File: src/rtl/sccb_init_seq_pkg.sv
// Shared definitions for the SCCB camera init-table sequencer: FSM encoding,
// table entry tags and the default camera device address.
package sccb_init_seq_pkg;

    typedef enum logic [3:0] {
        S_IDLE    = 4'd0,
        S_FETCH   = 4'd1,
        S_DECODE  = 4'd2,
        S_WR_REQ  = 4'd3,
        S_WR_WAIT = 4'd4,
        S_RD_REQ  = 4'd5,
        S_RD_WAIT = 4'd6,
        S_DELAY   = 4'd7,
        S_NEXT    = 4'd8,
        S_FINISH  = 4'd9
    } state_t;

    localparam logic [15:0] END_MARKER      = 16'hFFFF;
    localparam logic [7:0]  DELAY_TAG       = 8'hF0;
    localparam logic [6:0]  DEFAULT_IP_ADDR = 7'h21;

    // A delay entry carries DELAY_TAG in the sub-address byte; FFFF is never a delay.
    function automatic logic is_delay(input logic [15:0] entry);
        return (entry[15:8] == DELAY_TAG) && (entry != END_MARKER);
    endfunction

endpackage

File: src/rtl/sccb_init_rom.sv
// Init table storage: TABLE_DEPTH x 16 entries, synchronous read with one
// cycle of latency and a write port used to load the table.
module sccb_init_rom #(
    parameter int TABLE_DEPTH = 256,
    parameter int IDX_W       = $clog2(TABLE_DEPTH)
) (
    input  logic             clk,
    input  logic [IDX_W-1:0] rd_addr,
    output logic [15:0]      rd_data,
    input  logic             wr_en,
    input  logic [IDX_W-1:0] wr_addr,
    input  logic [15:0]      wr_data
);

    logic [15:0] r_mem [TABLE_DEPTH];

    always_ff @(posedge clk) begin
        if (wr_en) begin
            r_mem[wr_addr] <= wr_data;
        end
        rd_data <= r_mem[rd_addr];
    end

endmodule

File: src/rtl/sccb_init_seq.sv
// Walks the init table on go, issuing SCCB writes (optionally read-back verified)
// and delays until the end marker, the last entry, or a bus timeout.
module sccb_init_seq
    import sccb_init_seq_pkg::*;
#(
    parameter logic [6:0] IP_ADDR        = DEFAULT_IP_ADDR,
    parameter int         TABLE_DEPTH    = 256,
    parameter int         IDX_W          = $clog2(TABLE_DEPTH),
    parameter int         TICKS_PER_MS   = 25000,
    parameter int         TIMEOUT_CYCLES = 65535,
    parameter logic [7:0] NOVERIFY_ADDR  = 8'h12
) (
    input  logic             clk,
    input  logic             reset,
    input  logic             go,
    input  logic             verify_en,
    output logic             busy,
    output logic             seq_done,
    output logic             error,
    output logic [7:0]       err_count,
    output logic [IDX_W-1:0] cur_index,
    output logic             sccb_start,
    output logic             sccb_rw,
    output logic [6:0]       sccb_ip_addr,
    output logic [7:0]       sccb_sub_addr,
    output logic [7:0]       sccb_data_in,
    input  logic [7:0]       sccb_data_out,
    input  logic             sccb_done,
    input  logic             tbl_wr_en,
    input  logic [IDX_W-1:0] tbl_wr_addr,
    input  logic [15:0]      tbl_wr_data,
    output state_t           dbg_state
);

    state_t           r_state, w_next_state;
    logic             r_busy, r_seq_done, r_error, r_verify, r_start, r_rw;
    logic [7:0]       r_err_count, r_sub_addr, r_data_in;
    logic [IDX_W-1:0] r_index;
    logic [15:0]      r_entry, w_rom_data;
    logic [31:0]      r_cnt, w_delay_target;
    logic             w_timeout, w_delay_done, w_last, w_do_verify;

    sccb_init_rom #(.TABLE_DEPTH(TABLE_DEPTH), .IDX_W(IDX_W)) u_rom (
        .clk     (clk),
        .rd_addr (r_index),
        .rd_data (w_rom_data),
        .wr_en   (tbl_wr_en),
        .wr_addr (tbl_wr_addr),
        .wr_data (tbl_wr_data)
    );

    // r_cnt is shared: wait-cycle counter in *_WAIT, elapsed ticks in DELAY.
    assign w_delay_target = 32'(r_entry[7:0]) * 32'(TICKS_PER_MS);
    assign w_delay_done   = (r_cnt + 32'd1) >= w_delay_target;
    assign w_timeout      = (r_cnt == 32'(TIMEOUT_CYCLES - 1));
    assign w_last         = (r_index == IDX_W'(TABLE_DEPTH - 1));
    assign w_do_verify    = r_verify && (r_entry[15:8] != NOVERIFY_ADDR);

    always_ff @(posedge clk or posedge reset) begin
        if (reset) begin
            r_state <= S_IDLE;
        end else begin
            r_state <= w_next_state;
        end
    end

    always_comb begin
        w_next_state = r_state;
        case (r_state)
            S_IDLE:    if (go) w_next_state = S_FETCH;
            S_FETCH:   w_next_state = S_DECODE;
            S_DECODE: begin
                if (w_rom_data == END_MARKER)  w_next_state = S_FINISH;
                else if (is_delay(w_rom_data)) w_next_state = S_DELAY;
                else                           w_next_state = S_WR_REQ;
            end
            S_WR_REQ:  w_next_state = S_WR_WAIT;
            S_WR_WAIT: begin
                if (sccb_done)      w_next_state = w_do_verify ? S_RD_REQ : S_NEXT;
                else if (w_timeout) w_next_state = S_FINISH;
            end
            S_RD_REQ:  w_next_state = S_RD_WAIT;
            S_RD_WAIT: begin
                if (sccb_done)      w_next_state = S_NEXT;
                else if (w_timeout) w_next_state = S_FINISH;
            end
            S_DELAY:   if (w_delay_done) w_next_state = S_NEXT;
            S_NEXT:    w_next_state = w_last ? S_FINISH : S_FETCH;
            S_FINISH:  w_next_state = S_IDLE;
            default:   w_next_state = S_IDLE;
        endcase
    end

    always_ff @(posedge clk or posedge reset) begin
        if (reset) begin
            r_busy      <= 1'b0;
            r_seq_done  <= 1'b0;
            r_error     <= 1'b0;
            r_err_count <= 8'd0;
            r_index     <= '0;
            r_verify    <= 1'b0;
            r_entry     <= 16'd0;
            r_cnt       <= 32'd0;
            r_start     <= 1'b0;
            r_rw        <= 1'b0;
            r_sub_addr  <= 8'd0;
            r_data_in   <= 8'd0;
        end else begin
            r_seq_done <= 1'b0;
            case (r_state)
                S_IDLE: begin
                    if (go) begin
                        r_busy      <= 1'b1;
                        r_error     <= 1'b0;
                        r_err_count <= 8'd0;
                        r_index     <= '0;
                        r_verify    <= verify_en;
                    end
                end
                S_DECODE: begin
                    r_entry <= w_rom_data;
                    r_cnt   <= 32'd0;
                end
                S_WR_REQ: begin
                    r_start    <= 1'b1;
                    r_rw       <= 1'b0;
                    r_sub_addr <= r_entry[15:8];
                    r_data_in  <= r_entry[7:0];
                    r_cnt      <= 32'd0;
                end
                S_RD_REQ: begin
                    r_start <= 1'b1;
                    r_rw    <= 1'b1;
                    r_cnt   <= 32'd0;
                end
                S_WR_WAIT, S_RD_WAIT: begin
                    // start drops on the same edge that samples done or expires the wait
                    if (sccb_done) begin
                        r_start <= 1'b0;
                        if (r_state == S_RD_WAIT && sccb_data_out != r_entry[7:0]) begin
                            r_error <= 1'b1;
                            if (r_err_count != 8'hFF) r_err_count <= r_err_count + 8'd1;
                        end
                    end else if (w_timeout) begin
                        r_start <= 1'b0;
                        r_error <= 1'b1;
                    end else begin
                        r_cnt <= r_cnt + 32'd1;
                    end
                end
                S_DELAY:  r_cnt <= r_cnt + 32'd1;
                S_NEXT:   if (!w_last) r_index <= r_index + 1'b1;
                S_FINISH: begin
                    r_seq_done <= 1'b1;
                    r_busy     <= 1'b0;
                end
                default: ;
            endcase
        end
    end

    assign busy          = r_busy;
    assign seq_done      = r_seq_done;
    assign error         = r_error;
    assign err_count     = r_err_count;
    assign cur_index     = r_index;
    assign sccb_start    = r_start;
    assign sccb_rw       = r_rw;
    assign sccb_ip_addr  = IP_ADDR;
    assign sccb_sub_addr = r_sub_addr;
    assign sccb_data_in  = r_data_in;
    assign dbg_state     = r_state;

endmodule

File: config.mk
export PLATFORM = sky130hd
export DESIGN_NAME = sccb_init_seq
export DESIGN_NICKNAME = d
export VERILOG_FILES = /design/src/rtl/sccb_init_seq_pkg.sv /design/src/rtl/sccb_init_rom.sv /design/src/rtl/sccb_init_seq.sv
export SDC_FILE = /design/constraint.sdc
export NUM_CORES = 2
export LEC_CHECK = 0
export ABC_CLOCK_PERIOD_IN_PS = 9000
export BUFFER_PORTS_ARGS = -buffer_cell sky130_fd_sc_hd__buf_4
export CORE_ASPECT_RATIO = 0.7
export CORE_UTILIZATION = 30
export DETAILED_ROUTE_END_ITERATION = 8
export PLACE_DENSITY_LB_ADDON = 0.05
export SYNTH_ARGS = -nofsm -noshare
export SYNTH_HDL_FRONTEND = slang
export SYNTH_HIERARCHICAL = 1
export SYNTH_SLANG_ARGS = --single-unit
File: constraint.sdc
create_clock -name clk -period 9 [get_ports clk]
set_input_delay 2.25 -clock clk [delete_from_list [all_inputs] [get_ports clk]]
set_output_delay 2.25 -clock clk [all_outputs]
set_load 0.1 [all_outputs]
# Yosys cells after proc, flatten, opt, wreduce, memory -nomap -nowiden
# Memories as Yosys holds them, arrays and structs flattened. A register that Yosys moved wholly into a read port is not among the register bits.
# Index checks and enable logic that the tools add are counted.
# word_totals
ram_bits,4096
word_cells,101
mem_count,1
out_inout_bits,48
regBits,90
inputBits,38
# op_classes
addsub,3
order_cmp,1
mul,1
n_eq_ne,27
n_mux,34
n_reduce_logical,21
# mem_list
name,words,width,rd,rd_clocked_by_memory_dff,write_ports,line_no,text
u_rom.r_mem,256,16,1,1,1,sccb_init_rom.sv:15,logic [15:0] r_mem [TABLE_DEPTH];
# op_table
op,n
case mux 32 bit (3 select lines),1
two-way mux 32 bit,2
two-way mux 8 bit,5
case mux 4 bit (9 select lines),1
adder 32 x 1 -> 32 bit (second input constant),1
equality test 32 x 16 -> 1 bit (second input constant),1
greater-or-equal comparator 32 x 23 -> 1 bit,1
two-way mux 4 bit,8
case mux 8 bit (2 select lines),2
multiplier 8 x 12 -> 20 bit (second input constant),1
adder 8 x 1 -> 8 bit (second input constant),2
equality test 16 bit (second input constant),1
equality test 4 x 3 -> 1 bit (second input constant),4
equality test 8 bit (second input constant),2
!= test 16 bit (second input constant),1
!= test 2 bit (second input constant),8
two-way mux 1 bit,10
nonzero test 2 bit,5
equality test 4 x 2 -> 1 bit (second input constant),2
equality test 4 bit (second input constant),2
!= test 8 x 5 -> 1 bit (second input constant),1
!= test 8 bit,1
!= test 8 bit (second input constant),1
case mux 1 bit (2 select lines),4
12 further kinds,20

# Longest topological paths before layout
# depth
depth_word,5
mapped_depth,21
mapped_depth_nobuf,21

# Modules after synthesis
# Netlist, hierarchy kept.
# modules_own_cells
mod,area_per_inst_um2,seq_area_each_um2,cells_per_inst,n_inst
sccb_init_rom,158714.7,123318.3,7360,1
sccb_init_seq,6882.9,2252.2,725,1

# Least setup slack after synthesis
# Ideal clock, no wire load.
# synth_timing
kind,register to register
start,register r_entry[2]
end,register r_state[3] (netlist: dbg_state[3])
synth_period_minus_slack_ps,4884
arrival_ps,4760
setup_ps,124
stages_incl_launch_ff,21
n_path_buf,0
required_time_ps,8876
slack_ps,4116
path_cell_list,dfrtp_1 -> ha_1 -> ha_1 -> inv_1 -> fa_1 -> inv_1 -> fa_1 -> ha_1 -> o21ai_0 -> o21ai_0 -> nand2_1 -> o2111a_1 -> o31ai_1 -> a21oi_1 -> xnor2_1 -> ha_1 -> a2111oi_0 -> and3b_1 -> a41o_1 -> nand4_1 -> a21boi_1
# synth_between
elab_chain_cells,4
# synth_lines
item,line_no,text
start: declaration,sccb_init_seq.sv:39,"logic [15:0] r_entry, w_rom_data;"
start signal: assignment,sccb_init_seq.sv:121,r_entry <= w_rom_data;
multiplier 8 x 12 -> 20 bit,sccb_init_seq.sv:53,assign w_delay_target = 32'(r_entry[7:0]) * 32'(TICKS_PER_MS);
greater-or-equal comparator 32 x 23 -> 1 bit,sccb_init_seq.sv:54,assign w_delay_done = (r_cnt + 32'd1) >= w_delay_target;
!= test 2 bit (no line),n/a,
AND reduction 2 bit (no line),n/a,
end signal: assignment,sccb_init_seq.sv:63,r_state <= w_next_state;
end: declaration,sccb_init_seq.sv:35,"state_t r_state, w_next_state;"
# Every way passes these cells.
# A chain may end at the register's enable or synchronous reset.

# Worst setup path after layout
# Ends and elaborated chain as after synthesis.

==> impl_metrics.toml <==
[yosys]
synth_enable_flop_cells = 4096
ys_dominant_reg_cell = "edfxtp_1"
synth.cell_area_mm2 = 0.166
count_of_state_elements_after_synthesis = 4202
ys_types = 82
asyncSetResetFlopFracSynth_pct = 2.14
synth_sequential_area_ratio_pct = 75.8
yosys_warnings = 6
syn-mean-instance-area_um2 = 20.5
post_synth_inst_count = 8085

[critical_path]
cpMostUsedCell = "ha_1"
crit_path_end_kind = "flop"
crit_arrival_ps = 6820
cpLargestDelayFamily = "adder cells"
worstSetupPathType = "flop to flop"
critical_path_buf_inv_count = 2
timing.critical_path.cells = "ha_1, ha_1, inv_1, fa_1, inv_1, fa_1, ha_1, o21ai_0, o21ai_0, nand2_1, o2111a_1, o31ai_1, a21oi_1, xnor2_1, ha_1, a2111oi_0, and3b_1, a41o_1, nand4_1, a21boi_1"
worstPathMaxFanout = 7
crit_path_top_delay_cell = "a2111oi_0"
delay_of_the_slowest_critical_path_stage_ps = 590
worst_path_required_ps = 9920
timing.reg2reg.setup_slack_ps = 3100
critical_path.startpoint_type = "flop"

[clocking]
postCtsHoldBufs = 0
postCtsSetupRepairBufs = 0
clk_root_buffer_cell = "clkbuf_16"
ctsHtreeMaxLevel = 5
clk-insertion-delay-late_ps = 1040
path_clk_slew_ps = 60
cts_buffers = 444
max_buffers_root_to_sink = 4
tritoncts = "done"
cts-resized-gates = 0
cts_num_sinks = 4202

[floorplan]
num_rows = 227
initial_utilization_pct = 30.2
coreArea_mm2 = 0.548
dieHeight_um = 624
io_pins = 86
die-area_mm2 = 0.555
die_width_um = 890

[timing]
drv_slew = 0
setup_repair_after_global_routing_missed_its_margin = "no"
final.setup_skew_ps = 75.1
setup_tns_ps = 0
final_period_minus_worst_setup_slack_ps = 5900
tightest_slew_ps = 1400
finalSetupViolations = 0
worst_slew_margin_rel_pct = 6.57
final_cycle_share_pct = 65.5
report.final.hold_viol_count = 0
fmaxAchievable_ghz = 0.170

[job]
cap_violations = 0

[power]
power_mw = 49.7
p_leak_nw = 57.0
irDropWorstVdd_v = 0.000241
pwr_density_cell_mw_per_mm2 = 260

[outcome]
run_status = "complete, no violations"

[placement]
gp_congestion = 0.792
dp_hpwl_um = 337000
numPortBuffers = 78

[final_layout]
commonest_non_fill_non_tap_cell_in_the_layout = "edfxtp_1"
final_cell_mix = "edfxtp_1, mux4_2, mux2i_1"
drive_gt1_share_pct = 25.0
fin_nets = 8559
area_growth_syn_to_layout_pct = 15.2
filler_cell_count = 51077

[global_route]
grt_overflow_total = 0
vias_in_the_first_global_route = 83449
grt_antenna_before_repair = 73
first_pass_grt_wire_length_um = 742000
grt_util_all_layers_pct = 19.3
grt_max_degree = 153

[drt]
routed_wl_um = 548000
wl_per_cell_um = 33.9
number_of_nets_still_failing_antenna_checks_after_routing = 0
first_pass_iters = 5
viasPerCell = 5.21
remaining_drc_errors = 0
vias = 84201
initialDrtViolationCount = 9082

[min_path]
timing.hold.worst.class = "flop to flop"
-- layer usage --
metal | global-route usage [%] | wire length [um] | vias to the layer above
li1 | - | - | 34724
met1 | 30.7 | 270000 | 46378
met2 | 27.4 | 231000 | 2586
met3 | 3.92 | 38000 | 513
met4 | 3.14 | 8800 | 0
met5 | 0 | 0 | -
-- kinds of logic (layout without fill, tap and decap cells) --
family | after synthesis | count (layout) | share of synthesized area (%)
AO/OA/AOI/OAI | 935 | 935 | 3.99
XOR/XNOR | 56 | 56 | 0.296
adder cells (fa/ha/maj) | 90 | 90 | 0.734
buffers and inverters | 519 | 1242 | 1.82
flip-flops | 4202 | 4202 | 75.8
multiplexers | 1485 | 1485 | 15.1
other | 2 | 33 | 0.00454
AND/OR/NAND/NOR | 796 | 796 | 2.24
-- synth_stat cells (11+ instances only) --
library cell	instances	area (um2)
o22ai_1	149	932
nand3_1	66	330
ha_1	78	976
a22oi_1	43	323
a22o_1	32	280
a21oi_1	203	1020
nand2b_1	11	68.8
dfrtp_1	90	2250
xor2_1	36	315
edfxtp_1	4096	123000
mux2_2	121	1360
nor4_1	29	181
and3_1	24	150
o32ai_1	20	175
buf_4	38	285
nand4_1	41	257
buf_6	80	901
mux4_2	797	17900
clkbuf_1	245	920
fa_1	12	240
o221ai_1	252	2210
buf_2	79	395
mux2i_1	567	5680
a211oi_1	23	173
buf_1	28	105
nor2_1	342	1280
o21ai_0	87	435
o31ai_1	35	263
nor3_1	106	531
buf_8	12	180
dfxtp_1	16	320
nand2_1	110	413
xnor2_1	20	175
nor2b_1	20	125
inv_1	31	116
a221oi_1	28	245
-- worst paths after layout --
kind                            depth (start not counted)              from          endpoint
worst min-delay path                                    1  sccb_sub_addr[3]  sccb_sub_addr[3]
worst max register to register                         20        r_entry[2]      dbg_state[3]
min in group asynchronous                               2             reset      err_count[4]
worst max-delay path                                   20        r_entry[2]      dbg_state[3]
worst min register to register                          1  sccb_sub_addr[3]  sccb_sub_addr[3]
max in group asynchronous                               3             reset         r_cnt[30]
-- per-stage QoR --
stage | utilization (%) | hold WS (ps) | cell area [um2] | setup slack [ps] | std cells
2_1_floorplan | - | 426 | 166000 | 4120 | 8090
3_3_place_gp | 32.1 | 493 | 176000 | 2730 | 15309
3_5_place_dp | 32.1 | 492 | 176000 | 2600 | 15312
4_1_cts | 34.8 | 513 | 191000 | 3000 | 16140
5_1_grt | 34.8 | 528 | 191000 | 2640 | 16145
6_report | 34.8 | 509 | 191000 | 3100 | 16167
-- power by group --
group	total, mW	internal, mW	switching (mW)
Combinational	9.04	3.67	5.37
Clock	18.8	10.8	7.99
Sequential	21.9	21.6	0.277
Total	49.7	36.1	13.6
-- worst reg2reg max path, cell delays in order (launching register included) --
cell and delay, ps:
dfrtp_1 500, ha_1 390, ha_1 290, inv_1 60, fa_1 480, inv_1 60, fa_1 430, ha_1 380
o21ai_0 130, o21ai_0 350, nand2_1 120, o2111a_1 310, o31ai_1 250, a21oi_1 120, xnor2_1 150, ha_1 320
a2111oi_0 590, and3b_1 250, a41o_1 110, nand4_1 260, a21boi_1 230
-- area by class of cell --
class | count | area, um2 | area share, %
sequential | 4202 | 126000 | 65.8
multi-input combinational | 3369 | 37700 | 19.8
clock buffer | 540 | 11600 | 6.06
tap | 7328 | 9170 | 4.80
timing repair buffer | 382 | 3480 | 1.82
clock inverter | 288 | 3090 | 1.62
inverter | 32 | 135 | 0.0708
antenna | 26 | 65.1 | 0.0341
-- registers in the layout (all words and copies together) (netlist names) --
| register | flops |
|---|---|
| u_rom/r_mem | 4096 |
| r_cnt | 32 |
| r_entry | 16 |
| u_rom/rd_data | 16 |
| cur_index | 8 |
| err_count | 8 |
| sccb_data_in | 8 |
| sccb_sub_addr | 8 |
| dbg_state | 4 |
| busy | 1 |
| error | 1 |
| r_verify | 1 |
| sccb_rw | 1 |
| sccb_start | 1 |
| seq_done | 1 |
No activity file was read; power rests on OpenSTA's default activity.
